File: src/rtl/mem_ctrl_if.sv
// Pipeline-side request/response signals and RAM pins shared by mem_ctrl.
// slave = controller view, master = pipeline stages plus RAM environment.
interface mem_ctrl_if;
    logic        if_req_i;
    logic [31:0] if_addr_i;
    logic        if_flush_i;
    logic        if_done_o;
    logic [31:0] if_data_o;
    logic        mem_req_i;
    logic        mem_we_i;
    logic [1:0]  mem_len_i;
    logic [31:0] mem_addr_i;
    logic [31:0] mem_wdata_i;
    logic        mem_done_o;
    logic [31:0] mem_rdata_o;
    logic [7:0]  ram_din_i;
    logic [7:0]  ram_dout_o;
    logic [31:0] ram_a_o;
    logic        ram_wr_o;
    logic        io_buffer_full_i;
    logic        busy_o;

    modport slave (
        input  if_req_i, if_addr_i, if_flush_i,
        input  mem_req_i, mem_we_i, mem_len_i, mem_addr_i, mem_wdata_i,
        input  ram_din_i, io_buffer_full_i,
        output if_done_o, if_data_o, mem_done_o, mem_rdata_o,
        output ram_dout_o, ram_a_o, ram_wr_o, busy_o
    );

    modport master (
        output if_req_i, if_addr_i, if_flush_i,
        output mem_req_i, mem_we_i, mem_len_i, mem_addr_i, mem_wdata_i,
        output ram_din_i, io_buffer_full_i,
        input  if_done_o, if_data_o, mem_done_o, mem_rdata_o,
        input  ram_dout_o, ram_a_o, ram_wr_o, busy_o
    );
endinterface

File: src/rtl/mem_ctrl.sv
// Byte-serial RAM controller arbitrating the 8-bit RAM port between IF and MEM.
// Optional MEMCTRL_IO_FULL_WAIT_EN: stall writes to the UART window while its buffer is full.
module mem_ctrl (
    input  logic      clk,
    input  logic      rst,
    mem_ctrl_if.slave bus
);

    localparam logic [1:0] S_IDLE  = 2'd0;
    localparam logic [1:0] S_READ  = 2'd1;
    localparam logic [1:0] S_WRITE = 2'd2;

    localparam logic OWN_IF  = 1'b0;
    localparam logic OWN_MEM = 1'b1;

    logic [1:0]  state_q, state_d;
    logic [2:0]  cnt_q, cnt_d;
    logic [2:0]  len_q, len_d;
    logic        owner_q, owner_d;
    logic [31:0] base_q, base_d;
    logic [31:0] wdata_q, wdata_d;
    logic [31:0] acc_q, acc_d;
    logic        if_done_q, if_done_d;
    logic [31:0] if_data_q, if_data_d;
    logic        mem_done_q, mem_done_d;
    logic [31:0] mem_rdata_q, mem_rdata_d;
    logic [7:0]  ram_dout_q, ram_dout_d;
    logic [31:0] ram_a_q, ram_a_d;
    logic        ram_wr_q, ram_wr_d;
    logic        busy_q, busy_d;

    logic [31:0] byte_addr;
    logic [1:0]  cap_idx;
    logic        io_full;

`ifdef MEMCTRL_IO_FULL_WAIT_EN
    assign io_full = bus.io_buffer_full_i;
`else
    logic unused_io_full;
    assign unused_io_full = bus.io_buffer_full_i;
    assign io_full        = 1'b0;
`endif

    function automatic logic [2:0] len_bytes(input logic [1:0] code);
        case (code)
            2'b00:   return 3'd1;
            2'b01:   return 3'd2;
            default: return 3'd4;
        endcase
    endfunction

    // Writes into the UART window (addr[17:16] == 2'b11) wait while its buffer is full.
    function automatic logic io_stall(input logic [31:0] a, input logic full);
        return (a[17:16] == 2'b11) && full;
    endfunction

    assign byte_addr = base_q + {29'd0, cnt_q};
    // Byte k is captured two edges after its address, i.e. when cnt == k + 2.
    assign cap_idx   = cnt_q[1:0] - 2'd2;

    always_comb begin
        // NOTE: every _d starts from its _q so no path through the case infers a latch.
        state_d     = state_q;
        cnt_d       = cnt_q;
        len_d       = len_q;
        owner_d     = owner_q;
        base_d      = base_q;
        wdata_d     = wdata_q;
        acc_d       = acc_q;
        if_done_d   = 1'b0;
        if_data_d   = if_data_q;
        mem_done_d  = 1'b0;
        mem_rdata_d = mem_rdata_q;
        ram_dout_d  = ram_dout_q;
        ram_a_d     = ram_a_q;
        ram_wr_d    = ram_wr_q;
        busy_d      = busy_q;

        case (state_q)
            S_IDLE: begin
                if (bus.mem_req_i && !mem_done_q) begin
                    owner_d = OWN_MEM;
                    base_d  = bus.mem_addr_i;
                    len_d   = len_bytes(bus.mem_len_i);
                    wdata_d = bus.mem_wdata_i;
                    acc_d   = '0;
                    ram_a_d = bus.mem_addr_i;
                    busy_d  = 1'b1;
                    if (bus.mem_we_i) begin
                        state_d = S_WRITE;
                        if (io_stall(bus.mem_addr_i, io_full)) begin
                            ram_wr_d = 1'b0;
                            cnt_d    = 3'd0;
                        end else begin
                            ram_wr_d   = 1'b1;
                            ram_dout_d = bus.mem_wdata_i[7:0];
                            cnt_d      = 3'd1;
                        end
                    end else begin
                        state_d  = S_READ;
                        ram_wr_d = 1'b0;
                        cnt_d    = 3'd1;
                    end
                end else if (bus.if_req_i && !if_done_q && !bus.if_flush_i) begin
                    owner_d  = OWN_IF;
                    base_d   = bus.if_addr_i;
                    len_d    = 3'd4;
                    acc_d    = '0;
                    ram_a_d  = bus.if_addr_i;
                    ram_wr_d = 1'b0;
                    busy_d   = 1'b1;
                    state_d  = S_READ;
                    cnt_d    = 3'd1;
                end
            end

            S_READ: begin
                if (owner_q == OWN_IF && bus.if_flush_i) begin
                    state_d = S_IDLE;
                    cnt_d   = 3'd0;
                    busy_d  = 1'b0;
                end else begin
                    if (cnt_q < len_q)
                        ram_a_d = byte_addr;
                    if (cnt_q >= 3'd2)
                        acc_d[{cap_idx, 3'b000} +: 8] = bus.ram_din_i;
                    cnt_d = cnt_q + 3'd1;
                    if (cnt_q == len_q + 3'd1) begin
                        state_d = S_IDLE;
                        cnt_d   = 3'd0;
                        busy_d  = 1'b0;
                        if (owner_q == OWN_IF) begin
                            if_done_d = 1'b1;
                            if_data_d = acc_d;
                        end else begin
                            mem_done_d  = 1'b1;
                            mem_rdata_d = acc_d;
                        end
                    end
                end
            end

            S_WRITE: begin
                if (cnt_q == len_q) begin
                    state_d    = S_IDLE;
                    cnt_d      = 3'd0;
                    ram_wr_d   = 1'b0;
                    busy_d     = 1'b0;
                    mem_done_d = 1'b1;
                end else begin
                    ram_a_d = byte_addr;
                    if (io_stall(byte_addr, io_full)) begin
                        ram_wr_d = 1'b0;
                    end else begin
                        ram_wr_d   = 1'b1;
                        ram_dout_d = wdata_q[{cnt_q[1:0], 3'b000} +: 8];
                        cnt_d      = cnt_q + 3'd1;
                    end
                end
            end

            default: begin
                state_d = S_IDLE;
                cnt_d   = 3'd0;
                busy_d  = 1'b0;
            end
        endcase
    end

    // NOTE: state registers use non-blocking assignments so all flops update together.
    always_ff @(posedge clk or negedge rst) begin
        if (!rst) begin
            state_q     <= S_IDLE;
            cnt_q       <= '0;
            len_q       <= '0;
            owner_q     <= OWN_IF;
            base_q      <= '0;
            wdata_q     <= '0;
            acc_q       <= '0;
            if_done_q   <= 1'b0;
            if_data_q   <= '0;
            mem_done_q  <= 1'b0;
            mem_rdata_q <= '0;
            ram_dout_q  <= '0;
            ram_a_q     <= '0;
            ram_wr_q    <= 1'b0;
            busy_q      <= 1'b0;
        end else begin
            state_q     <= state_d;
            cnt_q       <= cnt_d;
            len_q       <= len_d;
            owner_q     <= owner_d;
            base_q      <= base_d;
            wdata_q     <= wdata_d;
            acc_q       <= acc_d;
            if_done_q   <= if_done_d;
            if_data_q   <= if_data_d;
            mem_done_q  <= mem_done_d;
            mem_rdata_q <= mem_rdata_d;
            ram_dout_q  <= ram_dout_d;
            ram_a_q     <= ram_a_d;
            ram_wr_q    <= ram_wr_d;
            busy_q      <= busy_d;
        end
    end

    assign bus.if_done_o   = if_done_q;
    assign bus.if_data_o   = if_data_q;
    assign bus.mem_done_o  = mem_done_q;
    assign bus.mem_rdata_o = mem_rdata_q;
    assign bus.ram_dout_o  = ram_dout_q;
    assign bus.ram_a_o     = ram_a_q;
    assign bus.ram_wr_o    = ram_wr_q;
    assign bus.busy_o      = busy_q;

endmodule

File: src/flat_wrapper.sv
// flat-port wrapper written by rule: the top's interface ports become plain ports
module mem_ctrl_flat 
  (clk, rst, bus_if_req_i, bus_if_addr_i, bus_if_flush_i, bus_mem_req_i, bus_mem_we_i, bus_mem_len_i, bus_mem_addr_i, bus_mem_wdata_i, bus_ram_din_i, bus_io_buffer_full_i, bus_if_done_o, bus_if_data_o, bus_mem_done_o, bus_mem_rdata_o, bus_ram_dout_o, bus_ram_a_o, bus_ram_wr_o, bus_busy_o);
  mem_ctrl_if bus_i ();
  input  logic clk;
  input  logic rst;
  input wire logic [$bits(bus_i.if_req_i)-1:0] bus_if_req_i;
  input wire logic [$bits(bus_i.if_addr_i)-1:0] bus_if_addr_i;
  input wire logic [$bits(bus_i.if_flush_i)-1:0] bus_if_flush_i;
  input wire logic [$bits(bus_i.mem_req_i)-1:0] bus_mem_req_i;
  input wire logic [$bits(bus_i.mem_we_i)-1:0] bus_mem_we_i;
  input wire logic [$bits(bus_i.mem_len_i)-1:0] bus_mem_len_i;
  input wire logic [$bits(bus_i.mem_addr_i)-1:0] bus_mem_addr_i;
  input wire logic [$bits(bus_i.mem_wdata_i)-1:0] bus_mem_wdata_i;
  input wire logic [$bits(bus_i.ram_din_i)-1:0] bus_ram_din_i;
  input wire logic [$bits(bus_i.io_buffer_full_i)-1:0] bus_io_buffer_full_i;
  output wire logic [$bits(bus_i.if_done_o)-1:0] bus_if_done_o;
  output wire logic [$bits(bus_i.if_data_o)-1:0] bus_if_data_o;
  output wire logic [$bits(bus_i.mem_done_o)-1:0] bus_mem_done_o;
  output wire logic [$bits(bus_i.mem_rdata_o)-1:0] bus_mem_rdata_o;
  output wire logic [$bits(bus_i.ram_dout_o)-1:0] bus_ram_dout_o;
  output wire logic [$bits(bus_i.ram_a_o)-1:0] bus_ram_a_o;
  output wire logic [$bits(bus_i.ram_wr_o)-1:0] bus_ram_wr_o;
  output wire logic [$bits(bus_i.busy_o)-1:0] bus_busy_o;
  assign bus_i.if_req_i = bus_if_req_i;
  assign bus_i.if_addr_i = bus_if_addr_i;
  assign bus_i.if_flush_i = bus_if_flush_i;
  assign bus_i.mem_req_i = bus_mem_req_i;
  assign bus_i.mem_we_i = bus_mem_we_i;
  assign bus_i.mem_len_i = bus_mem_len_i;
  assign bus_i.mem_addr_i = bus_mem_addr_i;
  assign bus_i.mem_wdata_i = bus_mem_wdata_i;
  assign bus_i.ram_din_i = bus_ram_din_i;
  assign bus_i.io_buffer_full_i = bus_io_buffer_full_i;
  assign bus_if_done_o = bus_i.if_done_o;
  assign bus_if_data_o = bus_i.if_data_o;
  assign bus_mem_done_o = bus_i.mem_done_o;
  assign bus_mem_rdata_o = bus_i.mem_rdata_o;
  assign bus_ram_dout_o = bus_i.ram_dout_o;
  assign bus_ram_a_o = bus_i.ram_a_o;
  assign bus_ram_wr_o = bus_i.ram_wr_o;
  assign bus_busy_o = bus_i.busy_o;
  mem_ctrl u_core (.clk(clk), .rst(rst), .bus(bus_i));
endmodule
File: config.mk
export PLATFORM = sky130hd
export DESIGN_NAME = mem_ctrl_flat
export DESIGN_NICKNAME = d
export VERILOG_FILES = /design/src/rtl/mem_ctrl_if.sv /design/src/rtl/mem_ctrl.sv /design/src/flat_wrapper.sv
export SDC_FILE = /design/constraint.sdc
export NUM_CORES = 1
export LEC_CHECK = 0
export ABC_AREA = 0
export BUFFER_PORTS_ARGS = -buffer_cell sky130_fd_sc_hd__buf_2
export CORE_MARGIN = 3
export CORE_UTILIZATION = 55
export DETAILED_ROUTE_END_ITERATION = 10
export PLACE_DENSITY = 0.81
export SETUP_SLACK_MARGIN = 0.02
export SLEW_MARGIN = 15
export SYNTH_ARGS = -nofsm -noshare
export SYNTH_HDL_FRONTEND = slang
export SYNTH_SLANG_ARGS = --single-unit
File: constraint.sdc
create_clock -name clk -period 2.9 [get_ports clk]
set_clock_uncertainty 0.05 [all_clocks]
set_input_delay 0.58 -clock clk [delete_from_list [all_inputs] [get_ports clk]]
set_output_delay 0.58 -clock clk [all_outputs]
set_load 0.05 [all_outputs]
==> results of run 1 <==
==> worst register-to-register path, cell delays in order, from the launching register on <==
cell,delay (ns)
dfrtp_1,0.51
buf_4,0.29
ha_1,0.29
nor2b_1,0.14
o211ai_1,0.18
nand4_2,0.15
buf_12,0.22
nor2_2,0.40
a221o_1,0.23
==> sequential cells by signal (all words and copies together) (netlist names), 2 cells and up <==
signal	flops
u_core.acc_q	32
u_core.base_q	32
u_core.bus.if_data_o	32
u_core.bus.mem_rdata_o	32
u_core.bus.ram_a_o	32
u_core.bus.ram_dout_o	8
u_core.cnt_q	3
u_core.len_q	3
u_core.state_q	2
u_core.wdata_q	32
==> cell usage in the layout (no fill, tap or decap), types with 5 or more instances in the layout <==
cell and instances:
mux2_2 34, ha_1 17, o21ai_0 109, clkinv_2 5, nand3_1 13, a221o_1 9
clkbuf_16 23, nor2_1 22, dfrtp_1 213, a22o_1 36, and2_1 5, nor3_1 17
mux4_2 8, buf_4 23, o31ai_1 7, a21o_1 7, o21ai_1 6, a21oi_1 60
nand2_1 145, nand4_1 11, mux2i_1 47, xnor2_1 11, inv_1 12, buf_2 218
nand2b_1 10, clkbuf_8 8, and3_1 37, xor2_1 8
==> per-stage QoR <==
stage	setup WS, ns	hold slack [ns]	util, %	total power (W)	cells
2_1_floorplan	0.520	0.234	-	0.00997	960
3_3_place_gp	0.434	0.406	65.4	0.0115	1376
3_5_place_dp	0.400	0.413	65.4	0.0118	1376
4_1_cts	0.394	0.0872	70.0	0.0150	1417
5_1_grt	0.256	0.111	70.0	0.0158	1417
6_report	0.391	0.0612	70.0	0.0149	1417
==> power by group <==
group | total [W] | switching [W] | leakage (nW) | internal, W
Combinational | 0.00692 | 0.00464 | 2.95 | 0.00228
Clock | 0.00314 | 0.00116 | 0.412 | 0.00198
Sequential | 0.00484 | 0.000780 | 2.69 | 0.00406
Total | 0.0149 | 0.00658 | 6.05 | 0.00833
==> metal layers <==
| layer | up-vias | part of all wire (%) |
|---|---|---|
| met5 | - | 0.049 |
| met3 | 37 | 5.8 |
| li1 | 3875 | - |
| met2 | 255 | 49 |
| met1 | 3996 | 43 |
| met4 | 2 | 1.8 |
==> layout make-up <==
| class | instances | area [µm²] | area share, % |
|---|---|---|---|
| Inverter | 13 | 48.8 | 0.395 |
| Clock buffer | 32 | 679 | 5.49 |
| Clock inverter | 9 | 145 | 1.17 |
| Sequential cell | 213 | 5330 | 43.1 |
| Multi-Input combinational cell | 679 | 4520 | 36.6 |
| Timing Repair Buffer | 246 | 1360 | 11.0 |
| Tap cell | 225 | 282 | 2.28 |
==> path summary, 6_finish.rpt <==
path	from	slack (ns)	to
worst min-delay path	rst	0.06	u_core.bus.if_data_o[9]$_DFFE_PN0P_
worst max-delay path	u_core.cnt_q[1]$_DFFE_PN0P_	0.39	u_core.bus.ram_a_o[16]$_DFFE_PN0P_
worst max register to register	u_core.cnt_q[1]$_DFFE_PN0P_	0.39	u_core.bus.ram_a_o[16]$_DFFE_PN0P_
min in group clk	bus_mem_len_i[1]	0.23	u_core.len_q[0]$_DFFE_PN0P_
max in group asynchronous	rst	1.93	u_core.wdata_q[14]$_DFFE_PN0P_
worst min register to register	u_core.bus.mem_rdata_o[6]$_DFFE_PN0P_	0.42	u_core.bus.mem_rdata_o[6]$_DFFE_PN0P_
==> cells by family (layout without fill, tap and decap cells) <==
| group | count (synthesis) | count (layout) | synth area share, % |
|---|---|---|---|
| muxes | 89 | 89 | 10.2 |
| buffers and inverters | 68 | 300 | 2.94 |
| and+or+nand+nor | 299 | 299 | 14.6 |
| adders and majority gates | 18 | 18 | 2.30 |
| AOI/OAI and AO/OA | 253 | 253 | 15.4 |
| DFF | 213 | 213 | 52.6 |
| xor gates and xnor gates | 20 | 20 | 1.88 |
==> flow_summary.yaml, run 1 <==
outcome:
  status: "completed"
grt:
  grt_usage_pct: 24.6
  met1_usage_pct: 33.8
  overflow: 0
  grt_max_degree: 82
  busiest_layer: "met2"
  grtUsageMet2_pct: 41.7
  grt_first_pass_wirelength_um: 41000
  use_met3_pct: 3.13
  grt_pass1_vias: 8102
  antenna_found_initial: 1
timing:
  slew_viol_final: 0
  finalCritPeriodShare_pct: 86.5
  worstMarginPinSlew_ns: 0.648
  maxSlewHeadroom_pct: 56.8
  post-route-min-period_ns: 2.51
  finalHoldViolations: 0
  setup_viol: 0
  setup_tns_ns: 0
  rsz0062_at_grt: "false"
  max_freq_mhz: 399
clock_tree:
  cts.clk_slew.worst_paths_ns: 0.06
  cts_sinks: 213
  postCtsSetupBuffers: 0
  cts_tree: "yes"
  clock_latency_ns: 0.50
  postCtsHoldBufs: 0
  clk_path_buf_depth: 3
  cts_root_buffer: "clkbuf_16"
  cts_resized: 0
  numCtsBuffers: 23
  htree_num_levels: 1
logic_synthesis:
  synthesis.nets: 1091
  synth.yosys.seq_area_share_pct: 52.6
  syn_area_mm2: 0.0101
  syn_area_per_cell_um2: 10.6
  synth_cells: 960
  synth-async-reset-ratio_pct: 100
  yosys-top-cells-area: "dfrtp_1 53%, nand2_1 5.4%, o21ai_0 5.4%, mux2i_1 4.6%, mux2_2 3.8%"
  synth_edf_count: 0
  synth-seq-cells: 213
  yosysTopAreaCell: "dfrtp_1"
  yosysWarnings: 0
  synthFlopType: "dfrtp_1"
  synth.most_common_cell: "dfrtp_1"
  synth.distinct_cells: 60
  synth.top_cells.by_count: "213 x dfrtp_1, 146 x nand2_1, 109 x o21ai_0"
  synth_top_cell_area_share_pct: 52.6
final_layout:
  nets: 1307
  filler_cell_count: 1351
  drive_gt1_share_pct: 29.1
  fin_area_mm2: 0.0124
  synthToLayoutAreaGrowth_pct: 22.1
  num_antenna_cells: 0
power_and_ir_drop:
  p_leak_nw: 6.05
  vdd_drop_max_mv: 0.787
  powerDensity_mw_per_mm2: 1210
drt:
  dr.pass1.iters: 5
  wl_um: 24700
  route.vias.total: 8165
  drc: 0
  via_per_inst: 5.76
  drt_iter0_markers: 516
  ant_nets: 0
  wl_per_cell_um: 17.4
placed_design:
  gp_congestion: 0.845
  dpl.hpwl_um: 17300
  place_area_mm2: 0.0115
  io_buffers: 219
worst_setup_path:
  start_kind: "register"
  slowest_stage: "dfrtp_1"
  cp.arrival_ns: 2.90
  cp_top_family: "simple AND/OR/NAND/NOR gates"
  cp_cell_sequence: "buf_4 > ha_1 > nor2b_1 > o211ai_1 > nand4_2 > buf_12 > nor2_2 > a221o_1"
  crit_path_end_kind: "register"
  worstPathRequired_ns: 3.29
  path_max_fanout: 65
  cp.depth: 8
  crit_type: "reg2reg"
  max_stage_delay_ns: 0.51
  critPathBufInv: 2
  worstRegToRegCells: 8
floorplanning:
  io_pins: 221
  fp.dieW_um: 142
  die_h_um: 142
  initial_core_util_pct: 57.4
  rows: 48
  dieArea_mm2: 0.0201
  core_area_mm2: 0.0177
job:
  maxCapViolCount: 0
worst_hold_path:
  hp-class: "in2async"
Note: power is estimated with default switching activity, not from simulation.
==> inputs of run 2 (changes only) <==
--- a/config.mk
+++ b/config.mk
@@ -11,7 +11,7 @@
 export CORE_UTILIZATION = 55
 export DETAILED_ROUTE_END_ITERATION = 10
 export PLACE_DENSITY = 0.81
-export SETUP_SLACK_MARGIN = 0.02
+export SETUP_SLACK_MARGIN = 0.5
 export SLEW_MARGIN = 15
 export SYNTH_ARGS = -nofsm -noshare
 export SYNTH_HDL_FRONTEND = slang
==> constraint.sdc (replaced) <==
create_clock -name clk -period 2.95 [get_ports clk]
set_clock_uncertainty 0.05 [all_clocks]
set_input_delay 0.59 -clock clk [delete_from_list [all_inputs] [get_ports clk]]
set_output_delay 0.59 -clock clk [all_outputs]
set_load 0.05 [all_outputs]
==> run 2 against run 1 <==
Clock power shrank 17%. Register-to-register slack gained 0.20 ns. Critical path depth is the same. Die area is the same. Combinational power is essentially flat. Core utilization shrank 0.22 points. Global-route usage grew 0.24 points. Sequential power shrank 2%. Setup slack gained 0.20 ns.
==> flow_summary.yaml, run 2 (same netlist as run 1, synthesis figures left out) <==
outcome:
  status: "completed"
drt:
  drc: 0
  ant_nets: 0
  drt_iter0_markers: 607
  wl_per_cell_um: 17.5
  via_per_inst: 5.78
  dr.pass1.iters: 5
  route.vias.total: 8191
  wl_um: 24800
worst_setup_path:
  max_stage_delay_ns: 0.43
  critPathBufInv: 3
  crit_type: "reg2reg"
  slowest_stage: "dfrtp_2"
  cp_top_family: "buffers and inverters"
  cp_cell_sequence: "buf_4 > inv_2 > ha_1 > nand4_1 > nand4_2 > clkbuf_8 > nor2_4 > a221o_1"
  cp.arrival_ns: 2.70
  worstPathRequired_ns: 3.29
  crit_path_end_kind: "register"
  path_max_fanout: 55
  start_kind: "register"
  reg2reg_from: "u_core.cnt_q[0]$_DFFE_PN0P_"
  startpoint: "u_core.cnt_q[0]$_DFFE_PN0P_"
clock_tree:
  clk_path_buf_depth: 3
  cts.clk_slew.worst_paths_ns: 0.06
  cts_tree: "yes"
  clock_latency_ns: 0.51
  htree_num_levels: 1
  cts_root_buffer: "clkbuf_16"
  postCtsHoldBufs: 0
  cts_sinks: 213
  numCtsBuffers: 23
floorplanning:
  fp.dieW_um: 142
  initial_core_util_pct: 57.4
  die_h_um: 142
  dieArea_mm2: 0.0201
  io_pins: 221
  core_area_mm2: 0.0177
  rows: 48
timing:
  setup_tns_ns: 0
  maxSlewHeadroom_pct: 59.1
  post-route-min-period_ns: 2.35
  finalCritPeriodShare_pct: 79.8
  finalHoldViolations: 0
  setup_viol: 0
  rsz0062_at_grt: "true"
  max_freq_mhz: 425
  worstMarginPinSlew_ns: 0.613
  slew_viol_final: 0
worst_hold_path:
  hp-class: "in2async"
final_layout:
  nets: 1312
  final_common_cell: "buf_2"
  synthToLayoutAreaGrowth_pct: 21.7
  drive_gt1_share_pct: 29.6
  layout.cells.non_filler: 1418
  layout_common_cells: "218 x buf_2, 210 x dfrtp_1, 144 x nand2_1"
grt:
  antenna_found_initial: 1
  grt_usage_pct: 24.8
  grt_max_degree: 73
  overflow: 0
  grt_pass1_vias: 8208
  grt_first_pass_wirelength_um: 41300
placed_design:
  io_buffers: 219
  dpl.cell_count: 1376
  gp_congestion: 0.855
  dpl.hpwl_um: 17300
power_and_ir_drop:
  p_leak_nw: 6.00
  vdd_drop_max_mv: 0.835
  total_power_w: 0.0143
  powerDensity_mw_per_mm2: 1160
job:
  maxCapViolCount: 0
-- run 2: changes by cell type in the layout (fill, tap and decap cells not counted), sizes merged --
cell           delta
bufinv            -4
clkdlybuf4s15     +2
clkinv            -3
inv               +2
buf               +2
clkbuf            +1
diode             +1
-- run 2: worst reg2reg max path: cells and delay by family (launching register included) --
kind | cells | cell delay (ns)
buf+inv | 3 | 0.55
simple gates | 3 | 0.52
flops | 1 | 0.43
fa+ha+maj | 1 | 0.38
compound gates | 1 | 0.31
-- run 2: final timing paths --
path,to,slack (ns),cells past startpoint
min in group clk,u_core.len_q[0]$_DFFE_PN0P_,0.23,2
min,u_core.bus.mem_rdata_o[10]$_DFFE_PN0P_,0.04,1
max reg2reg,u_core.bus.ram_a_o[29]$_DFFE_PN0P_,0.60,8
min reg2reg,u_core.bus.busy_o$_DFFE_PN0P_,0.42,1
max,u_core.bus.ram_a_o[29]$_DFFE_PN0P_,0.60,8
max in group asynchronous,u_core.bus.if_data_o[17]$_DFFE_PN0P_,2.03,2
-- run 2: metal layers --
metal  track usage, %  share of wire (%)
met5                0              0.044
met4             6.36                2.6
met3             3.61                6.5
met2             41.1                 49
met1             34.8                 42
-- run 2: area by class of cell --
type	count	area, µm²
diodes	1	2.50
clock buffers	32	639
clock inverters	4	27.5
fillers	1308	5330
inverters	13	48.8
multi-input cells	679	4580
flip-flops and latches	213	5330
well taps	225	282
repair buffers	251	1410
-- run 2: timing repair --
action,CTS,global route
endpoints found under the setup margin,14,105
resized for setup,4,16
pin swaps,0,3
cloned,0,2
setup buffers,0,3
-- run 2: where the power goes --
| part | total (W) | leakage [nW] | internal, W | switching (W) |
|---|---|---|---|---|
| registers | 0.00476 | 2.68 | 0.00400 | 0.000760 |
| clock network | 0.00261 | 0.329 | 0.00150 | 0.00111 |
| logic | 0.00691 | 2.99 | 0.00230 | 0.00461 |
| total | 0.0143 | 6.00 | 0.00779 | 0.00648 |
-- run 2: stage by stage --
| stage | util (%) | setup WS (ns) | instance area (µm²) | hold WS (ns) |
|---|---|---|---|---|
| 4_1_cts | 69.2 | 0.504 | 12200 | 0.0603 |
| 3_3_place_gp | 65.4 | 0.421 | 11500 | 0.405 |
| 3_5_place_dp | 65.4 | 0.373 | 11500 | 0.412 |
| 5_1_grt | 69.8 | 0.463 | 12300 | 0.0725 |
| 6_report | 69.8 | 0.596 | 12300 | 0.0363 |
| 2_1_floorplan | - | 0.570 | 10100 | 0.244 |
